[config.mk]
export PLATFORM = sky130hd
export DESIGN_NAME = wb_stage_flat
export DESIGN_NICKNAME = d
export VERILOG_FILES = /design/src/rtl/riscv_pkg.sv /design/src/rtl/wb_stage_if.sv /design/src/rtl/wb_trace_fifo.sv /design/src/rtl/wb_stage.sv /design/src/flat_wrapper.sv
export SDC_FILE = /design/constraint.sdc
export NUM_CORES = 1
export LEC_CHECK = 0
export CORE_UTILIZATION = 40
export CTS_CLUSTER_SIZE = 30
export DETAILED_ROUTE_END_ITERATION = 12
export PLACE_DENSITY = 0.75
export SKIP_CTS_REPAIR_TIMING = 1
export SLEW_MARGIN = 5
export SYNTH_ARGS = -nofsm -noshare
export SYNTH_HDL_FRONTEND = slang
export SYNTH_SLANG_ARGS = --single-unit
[constraint.sdc]
create_clock -name clk -period 2.35 [get_ports clk]
set_input_delay 0.47 -clock clk [delete_from_list [all_inputs] [get_ports clk]]
set_output_delay 0.47 -clock clk [all_outputs]
set_load 0.02 [all_outputs]
[src/rtl/riscv_pkg.sv]
// rtl/riscv_pkg.sv - shared write-back widths, bus field offsets and counter-inhibit bit indices
package riscv_pkg;
  localparam int WB_BUS_W  = 70;
  localparam int FWD_BUS_W = 38;
  localparam int TRACE_W   = 70;

  // Write-back bus, MSB first: {rd[4:0], rd_wen, wb_data[31:0], pc[31:0]}
  localparam int WB_PC_LSB   = 0;
  localparam int WB_DATA_LSB = 32;
  localparam int WB_WEN_BIT  = 64;
  localparam int WB_RD_LSB   = 65;

  localparam int CNT_INH_CYCLE   = 0;
  localparam int CNT_INH_INSTRET = 1;

  typedef struct packed {
    logic [4:0]  rd;
    logic        rd_wen;
    logic [31:0] wb_data;
    logic [31:0] pc;
  } wb_bus_t;

  function automatic wb_bus_t unpack_wb_bus(input logic [WB_BUS_W-1:0] raw);
    wb_bus_t b;
    b.rd      = raw[WB_RD_LSB +: 5];
    b.rd_wen  = raw[WB_WEN_BIT];
    b.wb_data = raw[WB_DATA_LSB +: 32];
    b.pc      = raw[WB_PC_LSB +: 32];
    return b;
  endfunction
endpackage

[src/rtl/wb_stage_if.sv]
// rtl/wb_stage_if.sv - memory-to-write-back bus with valid/allowin handshake
interface wb_stage_if;
  import riscv_pkg::*;

  logic [WB_BUS_W-1:0] mem_wb_bus_in;
  logic                mem_exception;
  logic                ms_to_ws_valid;
  logic                ws_allowin;

  modport master (
    output mem_wb_bus_in,
    output mem_exception,
    output ms_to_ws_valid,
    input  ws_allowin
  );

  modport slave (
    input  mem_wb_bus_in,
    input  mem_exception,
    input  ms_to_ws_valid,
    output ws_allowin
  );
endinterface

[src/rtl/wb_trace_fifo.sv]
// rtl/wb_trace_fifo.sv - commit-trace FIFO, registered full/empty; instantiated only under WB_TRACE_FIFO_EN
module wb_trace_fifo #(
  parameter int DEPTH = 4,
  parameter int WIDTH = 70
) (
  input  logic             clk,
  input  logic             rst_n,
  input  logic [WIDTH-1:0] s_tdata,
  input  logic             s_tvalid,
  output logic             s_tready,
  output logic [WIDTH-1:0] m_tdata,
  output logic             m_tvalid,
  input  logic             m_tready
);
  localparam int AW = (DEPTH > 1) ? $clog2(DEPTH) : 1;
  localparam logic [AW:0]   FULL_CNT = (AW+1)'(DEPTH);
  localparam logic [AW:0]   CNT_ONE  = (AW+1)'(1);
  localparam logic [AW-1:0] PTR_ONE  = AW'(1);

  logic [WIDTH-1:0] mem [DEPTH];
  logic [AW-1:0]    wr_ptr, rd_ptr;
  logic [AW:0]      count, count_nxt;
  logic             full_r, empty_r;
  logic             push, pop;

  assign push = s_tvalid && !full_r;
  assign pop  = m_tready && !empty_r;

  always_comb begin
    count_nxt = count;
    case ({push, pop})
      2'b10:   count_nxt = count + CNT_ONE;
      2'b01:   count_nxt = count - CNT_ONE;
      default: count_nxt = count;
    endcase
  end

  // Flags are registered from the next count so the upstream stall never sees a comb path from m_tready
  always_ff @(posedge clk or negedge rst_n) begin
    if (!rst_n) begin
      wr_ptr  <= '0;
      rd_ptr  <= '0;
      count   <= '0;
      full_r  <= 1'b0;
      empty_r <= 1'b1;
    end else begin
      if (push) wr_ptr <= wr_ptr + PTR_ONE;
      if (pop)  rd_ptr <= rd_ptr + PTR_ONE;
      count   <= count_nxt;
      full_r  <= (count_nxt == FULL_CNT);
      empty_r <= (count_nxt == '0);
    end
  end

  always_ff @(posedge clk) begin
    if (push) mem[wr_ptr] <= s_tdata;
  end

  assign s_tready = !full_r;
  assign m_tvalid = !empty_r;
  assign m_tdata  = empty_r ? '0 : mem[rd_ptr];
endmodule

[src/rtl/wb_stage.sv]
// rtl/wb_stage.sv - write-back stage: bus latch, regfile port, forwarding, cycle/instret counters
// Commit-trace FIFO and its backpressure are built only when WB_TRACE_FIFO_EN is defined.
module wb_stage
  import riscv_pkg::*;
#(
  parameter int TRACE_DEPTH = 4,
  parameter int CNT_W       = 64
) (
  input  logic                 clk,
  input  logic                 rst_n,
  wb_stage_if.slave            ms,
  output logic                 rf_we,
  output logic [4:0]           rf_waddr,
  output logic [31:0]          rf_wdata,
  output logic [FWD_BUS_W-1:0] ws_fwd_bus,
  input  logic [1:0]           cnt_inhibit,
  output logic [CNT_W-1:0]     cycle_cnt,
  output logic [CNT_W-1:0]     instret_cnt,
  output logic                 trace_valid,
  input  logic                 trace_ready,
  output logic [TRACE_W-1:0]   trace_data
);
  localparam logic [CNT_W-1:0] CNT_ONE = CNT_W'(1);

  wb_bus_t bus_r;
  logic    ws_valid, killed_r;
  logic    ws_ready_go, ws_allowin, retire, fifo_full, wb_ok;

  assign ws_ready_go   = !fifo_full;
  assign ws_allowin    = !ws_valid || ws_ready_go;
  assign ms.ws_allowin = ws_allowin;
  assign retire        = ws_valid && ws_ready_go;

  // Killed entries and x0 targets still retire but never touch the regfile or the bypass
  assign wb_ok      = bus_r.rd_wen && !killed_r && (bus_r.rd != 5'd0);
  assign rf_we      = retire && wb_ok;
  assign rf_waddr   = bus_r.rd;
  assign rf_wdata   = bus_r.wb_data;
  assign ws_fwd_bus = {bus_r.rd, ws_valid && wb_ok, bus_r.wb_data};

  always_ff @(posedge clk or negedge rst_n) begin
    if (!rst_n) begin
      ws_valid <= 1'b0;
      bus_r    <= '0;
      killed_r <= 1'b0;
    end else begin
      if (ws_allowin) ws_valid <= ms.ms_to_ws_valid;
      if (ws_allowin && ms.ms_to_ws_valid) begin
        bus_r    <= unpack_wb_bus(ms.mem_wb_bus_in);
        killed_r <= ms.mem_exception;
      end
    end
  end

  always_ff @(posedge clk or negedge rst_n) begin
    if (!rst_n) begin
      cycle_cnt   <= '0;
      instret_cnt <= '0;
    end else begin
      if (!cnt_inhibit[CNT_INH_CYCLE]) cycle_cnt <= cycle_cnt + CNT_ONE;
      if (retire && !killed_r && !cnt_inhibit[CNT_INH_INSTRET])
        instret_cnt <= instret_cnt + CNT_ONE;
    end
  end

`ifdef WB_TRACE_FIFO_EN
  logic fifo_s_tready;

  wb_trace_fifo #(
    .DEPTH (TRACE_DEPTH),
    .WIDTH (TRACE_W)
  ) u_trace_fifo (
    .clk      (clk),
    .rst_n    (rst_n),
    .s_tdata  ({bus_r.pc, bus_r.rd, bus_r.rd_wen, bus_r.wb_data}),
    .s_tvalid (retire && !killed_r),
    .s_tready (fifo_s_tready),
    .m_tdata  (trace_data),
    .m_tvalid (trace_valid),
    .m_tready (trace_ready)
  );

  assign fifo_full = !fifo_s_tready;
`else
  logic unused_trace;

  assign fifo_full    = 1'b0;
  assign trace_valid  = 1'b0;
  assign trace_data   = '0;
  assign unused_trace = ^{trace_ready, bus_r.pc, TRACE_DEPTH > 1};
`endif
endmodule

[src/flat_wrapper.sv]
// flat-port wrapper written by rule: the top's interface ports become plain ports
module wb_stage_flat import riscv_pkg::*;
#(
  parameter int TRACE_DEPTH = 4,
  parameter int CNT_W       = 64
)
  (clk, rst_n, rf_we, rf_waddr, rf_wdata, ws_fwd_bus, cnt_inhibit, cycle_cnt, instret_cnt, trace_valid, trace_ready, trace_data, ms_mem_wb_bus_in, ms_mem_exception, ms_ms_to_ws_valid, ms_ws_allowin);
  wb_stage_if ms_i ();
  input  logic clk;
  input  logic rst_n;
  output logic rf_we;
  output logic [4:0] rf_waddr;
  output logic [31:0] rf_wdata;
  output logic [FWD_BUS_W-1:0] ws_fwd_bus;
  input  logic [1:0] cnt_inhibit;
  output logic [CNT_W-1:0] cycle_cnt;
  output logic [CNT_W-1:0] instret_cnt;
  output logic trace_valid;
  input  logic trace_ready;
  output logic [TRACE_W-1:0] trace_data;
  input wire logic [$bits(ms_i.mem_wb_bus_in)-1:0] ms_mem_wb_bus_in;
  input wire logic [$bits(ms_i.mem_exception)-1:0] ms_mem_exception;
  input wire logic [$bits(ms_i.ms_to_ws_valid)-1:0] ms_ms_to_ws_valid;
  output wire logic [$bits(ms_i.ws_allowin)-1:0] ms_ws_allowin;
  assign ms_i.mem_wb_bus_in = ms_mem_wb_bus_in;
  assign ms_i.mem_exception = ms_mem_exception;
  assign ms_i.ms_to_ws_valid = ms_ms_to_ws_valid;
  assign ms_ws_allowin = ms_i.ws_allowin;
  wb_stage #(.TRACE_DEPTH(TRACE_DEPTH), .CNT_W(CNT_W)) u_core (.clk(clk), .rst_n(rst_n), .ms(ms_i), .rf_we(rf_we), .rf_waddr(rf_waddr), .rf_wdata(rf_wdata), .ws_fwd_bus(ws_fwd_bus), .cnt_inhibit(cnt_inhibit), .cycle_cnt(cycle_cnt), .instret_cnt(instret_cnt), .trace_valid(trace_valid), .trace_ready(trace_ready), .trace_data(trace_data));
endmodule
-- Word-level counts from Yosys, hierarchy flattened
Index checks and enable logic that the tools add are counted.
- register bits: 168
- latch bits: 0
- bits in writable memories: 0
- bits in read-only memories: 0
- input bits: 77
- output and inout bits: 276
- logic and storage cells: 17
- memories: 0
- $add $sub $neg: 2
- multiply operators: 0
- divide/modulo/power cells: 0
- order comparisons: 0
- equal/unequal tests: 0
- shift operators: 0
- multiplexer cells: 0
- bitwise operators: 0
- reductions and logical operators: 8
- operator list (operator ; number):
    64-bit by 1-bit adder with 64-bit output, second input constant ; 2
    1-bit logical AND ; 5
    5-bit nonzero test ; 1
    1-bit zero test ; 2

-- Logic depth before layout (Yosys ltp)
Gate-level depths: netlist of run 1.
- depth in word-level cells: 4
- gate-level depth with buffers: 8
- gate-level depth less buffers: 6

-- Least setup slack after synthesis of run 1
OpenSTA, ideal clock, no wires.
- path kind: register -> register
- start: reg u_core.cycle_cnt[32]
- end: reg u_core.cycle_cnt[60]
- library setup time: 0.129 ns
- arrival: 1.916 ns
- data required time: 2.221 ns
- slack: 0.305 ns
- stages on the path, launching flop included: 6
- path buffers: 0
- clock period less this slack: 2.045 ns
- path through: dfrtp_1 nand3_1 or4_4 nor4_4 nand4_1 xnor2_1
- word-level cells in the longest chain between the ends: 1
- RTL lines (item ; RTL line ; source):
    start, declared ; wb_stage.sv:17 ; output logic [CNT_W-1:0] cycle_cnt,
    start signal, assigned ; wb_stage.sv:60 ; if (!cnt_inhibit[CNT_INH_CYCLE]) cycle_cnt <= cycle_cnt + CNT_ONE;
    64-bit by 1-bit adder with 64-bit output ; wb_stage.sv:60 ;
No other way between the ends.
A chain may end at the register's enable or synchronous reset.

-- Worst setup path in the final report of run 1
- start: reg u_core.instret_cnt[15]
- end: reg u_core.instret_cnt[61]
- word-level cells in the longest chain between the ends: 1
- RTL lines (item ; RTL line ; source):
    start, declared ; wb_stage.sv:18 ; output logic [CNT_W-1:0] instret_cnt,
    start signal, assigned ; wb_stage.sv:62 ; instret_cnt <= instret_cnt + CNT_ONE;
    64-bit by 1-bit adder with 64-bit output ; wb_stage.sv:62 ;
No other way between the ends.

==> results of run 1 <==
## layout make-up
class,count,area share
Timing Repair Buffer,276,0.241
Clock buffer,20,0.0400
Multi-Input combinational cell,529,0.304
Sequential cell,168,0.368
Clock inverter,10,0.0127
Inverter,9,0.00296
Tap cell,275,0.0302
## synthesized netlist by cell type (11+ instances only)
master / instances
sky130_fd_sc_hd__dfrtp_1: 168
sky130_fd_sc_hd__buf_4: 148
sky130_fd_sc_hd__xnor2_1: 88
sky130_fd_sc_hd__nand2_1: 53
sky130_fd_sc_hd__nand3_1: 53
sky130_fd_sc_hd__nand4_1: 44
sky130_fd_sc_hd__nor2_1: 41
sky130_fd_sc_hd__mux2_2: 40
sky130_fd_sc_hd__xor2_1: 38
sky130_fd_sc_hd__and3_1: 23
sky130_fd_sc_hd__nor3_1: 20
sky130_fd_sc_hd__and4_1: 11
## per-layer routing
| metal | wire length [um] | up-vias | global-route usage |
|---|---|---|---|
| met5 | 0 | - | 0 |
| met4 | 205 | 0 | 0.0500 |
| met3 | 1330 | 16 | 0.0457 |
| met2 | 9700 | 202 | 0.301 |
| met1 | 8250 | 3064 | 0.230 |
| li1 | - | 2922 | - |
## registers in the layout (all words and copies together), names as in the netlist
signal              cells
u_core.rf_waddr         5
u_core.instret_cnt     64
u_core.retire           1
u_core.rf_wdata        32
u_core.killed_r         1
u_core.cycle_cnt       64
u_core.bus_r            1
## cell families after synthesis
logic type	after synthesis	share of synthesized area
other	2	0.000872
adders and majority gates	2	0.00291
AOI/OAI and AO/OA	1	0.000581
DFF	168	0.488
xor gates and xnor gates	126	0.128
muxes	40	0.0523
and+or+nand+nor	288	0.188
buffers and inverters	169	0.139
## power breakdown
group	total (mW)	leakage [nW]	internal [mW]	switching, mW
clock network	2.88	0.289	1.73	1.16
logic	1.26	2.47	0.601	0.656
registers	3.25	2.22	3.06	0.189
## cell usage in the layout (no fill, tap or decap), types with 3 or more instances in the layout
master	n
sky130_fd_sc_hd__clkdlybuf4s50_1	243
sky130_fd_sc_hd__dfrtp_1	168
sky130_fd_sc_hd__xnor2_1	88
sky130_fd_sc_hd__conb_1	72
sky130_fd_sc_hd__nand3_1	53
sky130_fd_sc_hd__nand2_1	53
sky130_fd_sc_hd__nand4_1	44
sky130_fd_sc_hd__nor2_1	41
sky130_fd_sc_hd__mux2_2	40
sky130_fd_sc_hd__xor2_1	38
sky130_fd_sc_hd__buf_4	24
sky130_fd_sc_hd__and3_1	23
sky130_fd_sc_hd__nor3_1	20
sky130_fd_sc_hd__clkbuf_16	17
sky130_fd_sc_hd__and4_1	11
sky130_fd_sc_hd__inv_1	9
sky130_fd_sc_hd__nor4_1	9
sky130_fd_sc_hd__and2_1	7
sky130_fd_sc_hd__buf_12	5
sky130_fd_sc_hd__nand3b_1	3
sky130_fd_sc_hd__nor4_4	3
sky130_fd_sc_hd__nand4b_1	3
sky130_fd_sc_hd__bufinv_16	3
## worst paths after layout
kind / startpoint / end / slack (ns) / depth (start not counted)
max in group asynchronous: rst_n / u_core.instret_cnt[23] / 1.70 / 2
worst max-delay path: u_core.instret_cnt[15] / u_core.instret_cnt[61] / 0.19 / 6
worst max register to register: u_core.instret_cnt[15] / u_core.instret_cnt[61] / 0.19 / 6
worst min-delay path: rst_n / u_core.cycle_cnt[45] / -0.01 / 1
min in group clk: u_core.cycle_cnt[63] / u_core.cycle_cnt[63] / 0.48 / 1
worst min register to register: u_core.cycle_cnt[63] / u_core.cycle_cnt[63] / 0.48 / 1
## stage by stage
| step | total power, mW | cell area, um2 | utilization | cells |
|---|---|---|---|---|
| 2_1_floorplan | 4.15 | 8870 | - | 866 |
| 3_3_place_gp | 4.55 | 10800 | 0.512 | 1257 |
| 3_5_place_dp | 4.57 | 10800 | 0.512 | 1257 |
| 4_1_cts | 7.48 | 11400 | 0.541 | 1287 |
| 5_1_grt | 7.69 | 11400 | 0.541 | 1287 |
| 6_report | 7.39 | 11400 | 0.541 | 1287 |
## worst max-delay path: stages, from the launching register on
cell and delay, ns:
sky130_fd_sc_hd__dfrtp_1 0.44, sky130_fd_sc_hd__nand4_1 0.24, sky130_fd_sc_hd__nor4_1 0.46, sky130_fd_sc_hd__buf_4 0.20, sky130_fd_sc_hd__nor4b_1 0.35, sky130_fd_sc_hd__nand4_1 0.19, sky130_fd_sc_hd__xnor2_1 0.17
==> impl_metrics.tcl, run 1 <==
set metrics [dict create \
    drt-pass1-iter-count 5 \
    antenna_cells 0 \
    clock_sinks 168 \
    routedWlPerCell_um 15.1 \
    grt_first_pass_wirelength_um 31500 \
    timing_hold_violations_final 6 \
    first_global_vias 6026 \
    post_synth_num_cell_types 38 \
    cp-end-kind "flop" \
    critPathKind "reg2reg" \
    setup-tns-final_ns 0 \
    die-area_um2 22100 \
    globalRouteOverflowTotal 0 \
    io-pin-count 353 \
    asyncSetResetFlopFracSynth 1.00 \
    critical_path_required_time_ns 2.64 \
    share_of_the_yosys_chip_area_belonging_to_registers 0.488 \
    fmax_mhz 463 \
    floorplan.initialDensity 0.408 \
    multiInputGateArea_um2 3470 \
    fillers 1885 \
    total_routing_resource_utilization_after_global_routing 0.180 \
    routed-via-count 6204 \
    outcome "finished, violations left" \
    max_cap_violations 0 \
    core_area_um2 21100 \
    worst-path-max-fanout 6 \
    final_worst_path_period_share 0.919 \
    total_of_warnings_raised_by_yosys 0 \
    synth.top_cell.area_share 0.488 \
    clkLatencyLatePin_ns 0.42 \
    syn_avg_cell_area_um2 10.8 \
    transition_time_of_the_tightest_slew_check_pin_ns 0.640 \
    hpwl_um 14600 \
    cts_tree "yes" \
    synth_flop_cell "sky130_fd_sc_hd__dfrtp_1" \
    path_category_of_the_worst_min_delay_check "in2async" \
    drive_above_1_share 0.111 \
    core.rowCount 53 \
    routed_wl_um 19500 \
    worst_slew_margin_rel 0.570 \
    die_w_um 149 \
    initial_antenna_violation_count 0 \
    static-leakage-power_nw 4.97 \
    drt-initial-drc-count 257 \
    critPathLaunchType "flop" \
    floorplan.die.height_um 149 \
    layout_setup_ws_ns 0.190 \
    cts-root-buf "sky130_fd_sc_hd__clkbuf_16" \
    rsz0062_at_grt "false" \
    ant_nets 0 \
    whs_ns -0.0143 \
    ctsLongestPathBuffers 2 \
    grt_max_degree 52 \
    ys_ff_latch 168 \
    viasPerCell 4.82 \
    final_net_count 1080 \
    netlist_area_pre_place_um2 8610 \
    clock_skew_ns 0.00927 \
    area.growth.synth_to_final_pct 32.5 \
    gpl.final_weighted_congestion 0.807 \
    finalMaxSlewViolations 0 \
    yosys.area.top_type "sky130_fd_sc_hd__dfrtp_1" \
    power.density_cell_area_nw_per_um2 647 \
    htree_levels 4 \
    synth.area.top_cells "sky130_fd_sc_hd__dfrtp_1, sky130_fd_sc_hd__buf_4, sky130_fd_sc_hd__xnor2_1, sky130_fd_sc_hd__mux2_2, sky130_fd_sc_hd__xor2_1" \
    clk_pin_slew_ns 0.07 \
    violated_checks "negative hold slack" \
    report.final.setup_viol 0 \
    post_synth_inst_count 796 \
    synth_edf_count 0 \
    seq_area_um2 4200 \
    number_of_clock_buffers_inserted_by_tritoncts 17 \
    port_buffers 247 \
    fin_crit_period_ns 2.16 \
    pre_cts_ws_ns -0.175 \
    irDropWorstVdd_mv 0.625 \
    drc_errors 0 \
    critical_path_arrival_ns 2.45 \
]
Note: power is estimated with default switching activity, not from simulation.
==> inputs of run 2 (changes only) <==
Settings changed: CORE_MARGIN set to 2.
Clock period 2.35 ns to 2.6 ns, I/O delays scaled along.
==> impl_metrics.tcl, run 2 (synthesis results as in run 1) <==
set metrics [dict create \
    outcome "finished clean" \
    timing_hold_violations_final 0 \
    gpl.final_weighted_congestion 0.829 \
    clk_pin_slew_ns 0.07 \
    first_global_vias 6103 \
    routed-via-count 6120 \
    fin_util 0.536 \
    total_routing_resource_utilization_after_global_routing 0.176 \
    core.rowCount 53 \
    hpwl_um 14800 \
    report.final.setup_viol 0 \
    drt-initial-drc-count 270 \
    layout_setup_ws_ns 0.239 \
    fin_crit_period_ns 2.36 \
    transition_time_of_the_tightest_slew_check_pin_ns 0.668 \
    critical_path.slowest_cell "sky130_fd_sc_hd__clkdlybuf4s50_1" \
    pre_cts_ws_ns -0.0198 \
    critPathKind "reg2out" \
    layout.cells.most_common "sky130_fd_sc_hd__clkdlybuf4s50_1" \
    area.growth.synth_to_final_pct 31.3 \
    initial_antenna_violation_count 0 \
    floorplan.die.height_um 151 \
    io-pin-count 353 \
    routedWlPerCell_um 15.5 \
    final_net_count 1072 \
    antenna_cells 0 \
    finalInstanceArea_um2 11300 \
    die-area_um2 22700 \
    grt_max_degree 52 \
    grt_busiest_layer "met2" \
    crit_path_start "u_core.killed_r" \
    static-leakage-power_nw 4.87 \
    worst_path_cell_trace "nand3b_1 -> a21oi_1 -> clkdlybuf4s50_1" \
    viasPerCell 4.78 \
    fmax_mhz 423 \
    global_route.usage.met1 0.232 \
    clock_sinks 168 \
    worst-path-max-fanout 5 \
    ctsLongestPathBuffers 2 \
    grt_use_met2 0.288 \
    grtUsageMet3 0.0442 \
    globalRouteOverflowTotal 0 \
    mostFrequentLayoutCells "sky130_fd_sc_hd__clkdlybuf4s50_1, sky130_fd_sc_hd__dfrtp_1, sky130_fd_sc_hd__xnor2_1" \
    core_area_um2 21100 \
    drc_errors 0 \
    clkLatencyLatePin_ns 0.43 \
    fillers 1877 \
    worst_slew_margin_rel 0.551 \
    routed_wl_um 19800 \
    cp-end-kind "output port" \
    number_of_clock_buffers_inserted_by_tritoncts 17 \
    critPathLaunchType "flop" \
    critical_path_required_time_ns 2.08 \
    grt_first_pass_wirelength_um 31600 \
    irDropWorstVdd_mv 0.494 \
    cts_tree "yes" \
    ant_nets 0 \
    rsz0062_at_grt "false" \
    drive_above_1_share 0.104 \
    start_of_the_worst_register_to_register_path "u_core.instret_cnt[15]" \
    power.density_cell_area_nw_per_um2 576 \
    drt-pass1-iter-count 4 \
    floorplan.initialDensity 0.408 \
    cts-root-buf "sky130_fd_sc_hd__clkbuf_16" \
    clock_skew_ns 0.0110 \
    finalMaxSlewViolations 0 \
    path_category_of_the_worst_min_delay_check "in2async" \
    critical_path_arrival_ns 1.84 \
    die_w_um 151 \
    whs_ns 0.0523 \
    final_worst_path_period_share 0.908 \
    place_area_um2 10700 \
    port_buffers 247 \
    max_stage_delay_ns 0.64 \
    htree_levels 4 \
    max_cap_violations 0 \
]
## run 2: cell type report
type / instances / area, um2 / share of cell area
Multi-Input combinational cell: 529 / 3470 / 0.307
Sequential cell: 168 / 4200 / 0.372
Clock buffer: 19 / 443 / 0.0392
Inverter: 9 / 33.8 / 0.00299
Clock inverter: 12 / 118 / 0.0104
Timing Repair Buffer: 268 / 2690 / 0.238
Tap cell: 275 / 344 / 0.0304
## run 2: worst paths after layout
| path | cells past startpoint | slack, ns | to |
|---|---|---|---|
| max | 3 | 0.24 | rf_we |
| min | 1 | 0.05 | u_core.instret_cnt[10] |
| max reg2reg | 6 | 0.38 | u_core.instret_cnt[58] |
| min reg2reg | 1 | 0.47 | u_core.cycle_cnt[63] |
| max in group asynchronous | 2 | 1.81 | u_core.cycle_cnt[31] |
| min in group clk | 1 | 0.47 | u_core.cycle_cnt[63] |
## run 2: per-stage QoR
step / total power [mW] / std cells / setup TNS, ns
after detailed placement: 4.12 / 1249 / -0.0388
after floorplan: 3.75 / 866 / 0
after global placement: 4.10 / 1249 / -0.00592
after global routing: 6.77 / 1280 / 0
final: 6.51 / 1280 / 0
after CTS: 6.57 / 1280 / 0
## run 2: critical path: cells and delay by family (launching register included)
kind | cells | cell delay [ns]
buffers and inverters | 1 | 0.64
and+or+nand+nor | 1 | 0.18
AOI/OAI and AO/OA | 1 | 0.17
DFF | 1 | 0.43
## run 2: power breakdown
| group | internal, mW | switching, mW |
|---|---|---|
| logic | 0.540 | 0.595 |
| clock network | 1.35 | 1.09 |
| registers | 2.76 | 0.171 |
| total | 4.65 | 1.86 |
## run 2: metal layers
metal,share of wire,vias to the layer above
met5,0,-
met4,0.012,0
met3,0.063,22
met2,0.49,189
met1,0.43,3015
li1,-,2894
==> inputs of run 3 (changes only) <==
Settings changed: CELL_PAD_IN_SITES_DETAIL_PLACEMENT set to 0, CELL_PAD_IN_SITES_GLOBAL_PLACEMENT set to 1, CORE_UTILIZATION 40 to 35, PLACE_DENSITY 0.75 to 0.86.
==> impl_metrics.tcl, run 3 (synthesis results as in run 1) <==
set metrics [dict create \
    port_buffers 247 \
    routed_wl_um 19900 \
    globalRouteOverflowTotal 0 \
    multiInputGateArea_um2 3470 \
    grt_max_degree 59 \
    viasPerCell 4.61 \
    gpl.final_weighted_congestion 0.797 \
    grt_first_pass_wirelength_um 32500 \
    critical-path-top-delay-family "buffers and inverters" \
    number_of_clock_buffers_inserted_by_tritoncts 17 \
    reg2regPathDepth 5 \
    clock_skew_ns 0.00913 \
    core.rowCount 57 \
    finalInstanceArea_um2 11300 \
    cts-root-buf "sky130_fd_sc_hd__clkbuf_16" \
    final_worst_path_period_share 0.922 \
    initial_antenna_violation_count 0 \
    worst_slew_margin_rel 0.529 \
    worst_path_cell_trace "nand3b_1 -> a21oi_1 -> clkdlybuf4s50_1" \
    hpwl_um 14900 \
    critPathLaunchType "flop" \
    core_area_um2 24200 \
    first_global_vias 6033 \
    pre_cts_ws_ns -0.0300 \
    fmax_mhz 417 \
    antenna_cells 0 \
    worst_setup_path_endpoint "ws_fwd_bus[32]" \
    report.final.setup_viol 0 \
    cts_tree "yes" \
    whs_ns 0.0289 \
    routedWlPerCell_um 15.0 \
    place_area_um2 10800 \
    cp-end-kind "output port" \
    r2r-end "u_core.cycle_cnt[48]" \
    ant_nets 0 \
    seq_area_um2 4200 \
    grtUsageMet3 0.0395 \
    static-leakage-power_nw 4.86 \
    internal_power_mw 4.56 \
    outcome "finished clean" \
    start_of_the_worst_register_to_register_path "u_core.cycle_cnt[31]" \
    critPathKind "reg2out" \
    max_cap_violations 0 \
    fillers 2265 \
    combPwrFrac 0.175 \
    transition_time_of_the_tightest_slew_check_pin_ns 0.701 \
    fin_crit_period_ns 2.40 \
    die-area_um2 25900 \
    critical_path.slowest_cell "sky130_fd_sc_hd__clkdlybuf4s50_1" \
    r2r_slack_ns 0.47 \
    worst-path-max-fanout 5 \
    layout.cells.most_common "sky130_fd_sc_hd__clkdlybuf4s50_1" \
    power_frac_clock 0.370 \
    clk_pin_slew_ns 0.07 \
    power.density_cell_area_nw_per_um2 571 \
    netSwitchingPower_mw 1.90 \
    clock_sinks 168 \
    power.share.switching 0.295 \
    critical_path_required_time_ns 2.08 \
    drc_errors 0 \
    fin_util 0.467 \
    drive_above_1_share 0.104 \
    area.growth.synth_to_final_pct 31.4 \
    floorplan.die.height_um 161 \
    grt_use_met2 0.250 \
    die_w_um 161 \
    finalMaxSlewViolations 0 \
    critical_path_arrival_ns 1.88 \
    ctsLongestPathBuffers 2 \
    timing_hold_violations_final 0 \
    path_category_of_the_worst_min_delay_check "in2async" \
    max_stage_delay_ns 0.65 \
    post-layout-total-power_mw 6.46 \
    drt-pass1-iter-count 4 \
    floorplan.initialDensity 0.355 \
    io-pin-count 353 \
    irDropWorstVdd_mv 0.468 \
    final_net_count 1071 \
    rsz0062_at_grt "false" \
    htree_levels 4 \
    routed-via-count 6120 \
    mostFrequentLayoutCells "sky130_fd_sc_hd__clkdlybuf4s50_1, sky130_fd_sc_hd__dfrtp_1, sky130_fd_sc_hd__xnor2_1" \
    path_depth 3 \
    clkLatencyLatePin_ns 0.42 \
    global_route.usage.met1 0.212 \
    drt-initial-drc-count 234 \
    power.share.sequential 0.455 \
    grt_busiest_layer "met2" \
    timing.critical_path.buf_inv 1 \
    crit_path_start "u_core.killed_r" \
    total_routing_resource_utilization_after_global_routing 0.156 \
    layout_setup_ws_ns 0.202 \
]
[run 3: per-stage QoR]
step | TNS (ns) | cells
2_1_floorplan | 0 | 866
3_3_place_gp | 0 | 1297
3_5_place_dp | -0.0498 | 1297
4_1_cts | 0 | 1328
5_1_grt | 0 | 1328
6_report | 0 | 1328
[run 3: power by group through the flow]
stage	combinational, mW	clock [mW]	sequential (mW)
final	1.13	2.39	2.94
after global routing	1.20	2.58	2.97
after CTS	1.14	2.48	2.94
after detailed placement	1.14	0	2.99
after global placement	1.13	0	2.99
after floorplan	0.707	0	3.04
[run 3: layout make-up]
cell class              instances  share of cell area
clock buffers                  18              0.0379
clock inverters                13              0.0101
inverters                       9             0.00299
multi-input cells             529               0.307
flip-flops and latches        168               0.372
well taps                     324              0.0358
repair buffers                267               0.235
[run 3: worst min-delay path by stage]
stage	from	to	slack, ns	cells after the start
3_5_place_dp	u_core.instret_cnt[63]	u_core.instret_cnt[63]	0.46	1
2_1_floorplan	rst_n	u_core.bus_r[64]	0.22	0
6_report	rst_n	u_core.instret_cnt[26]	0.03	1
3_3_place_gp	u_core.cycle_cnt[63]	u_core.cycle_cnt[63]	0.47	1
4_1_cts	rst_n	u_core.instret_cnt[31]	0.03	1
5_1_grt	rst_n	u_core.instret_cnt[32]	0.05	1
[run 3: layer usage]
metal	vias up	part of all wire
met3	13	0.058
met5	-	0
met4	0	0.011
met1	3019	0.46
met2	189	0.47
li1	2899	-
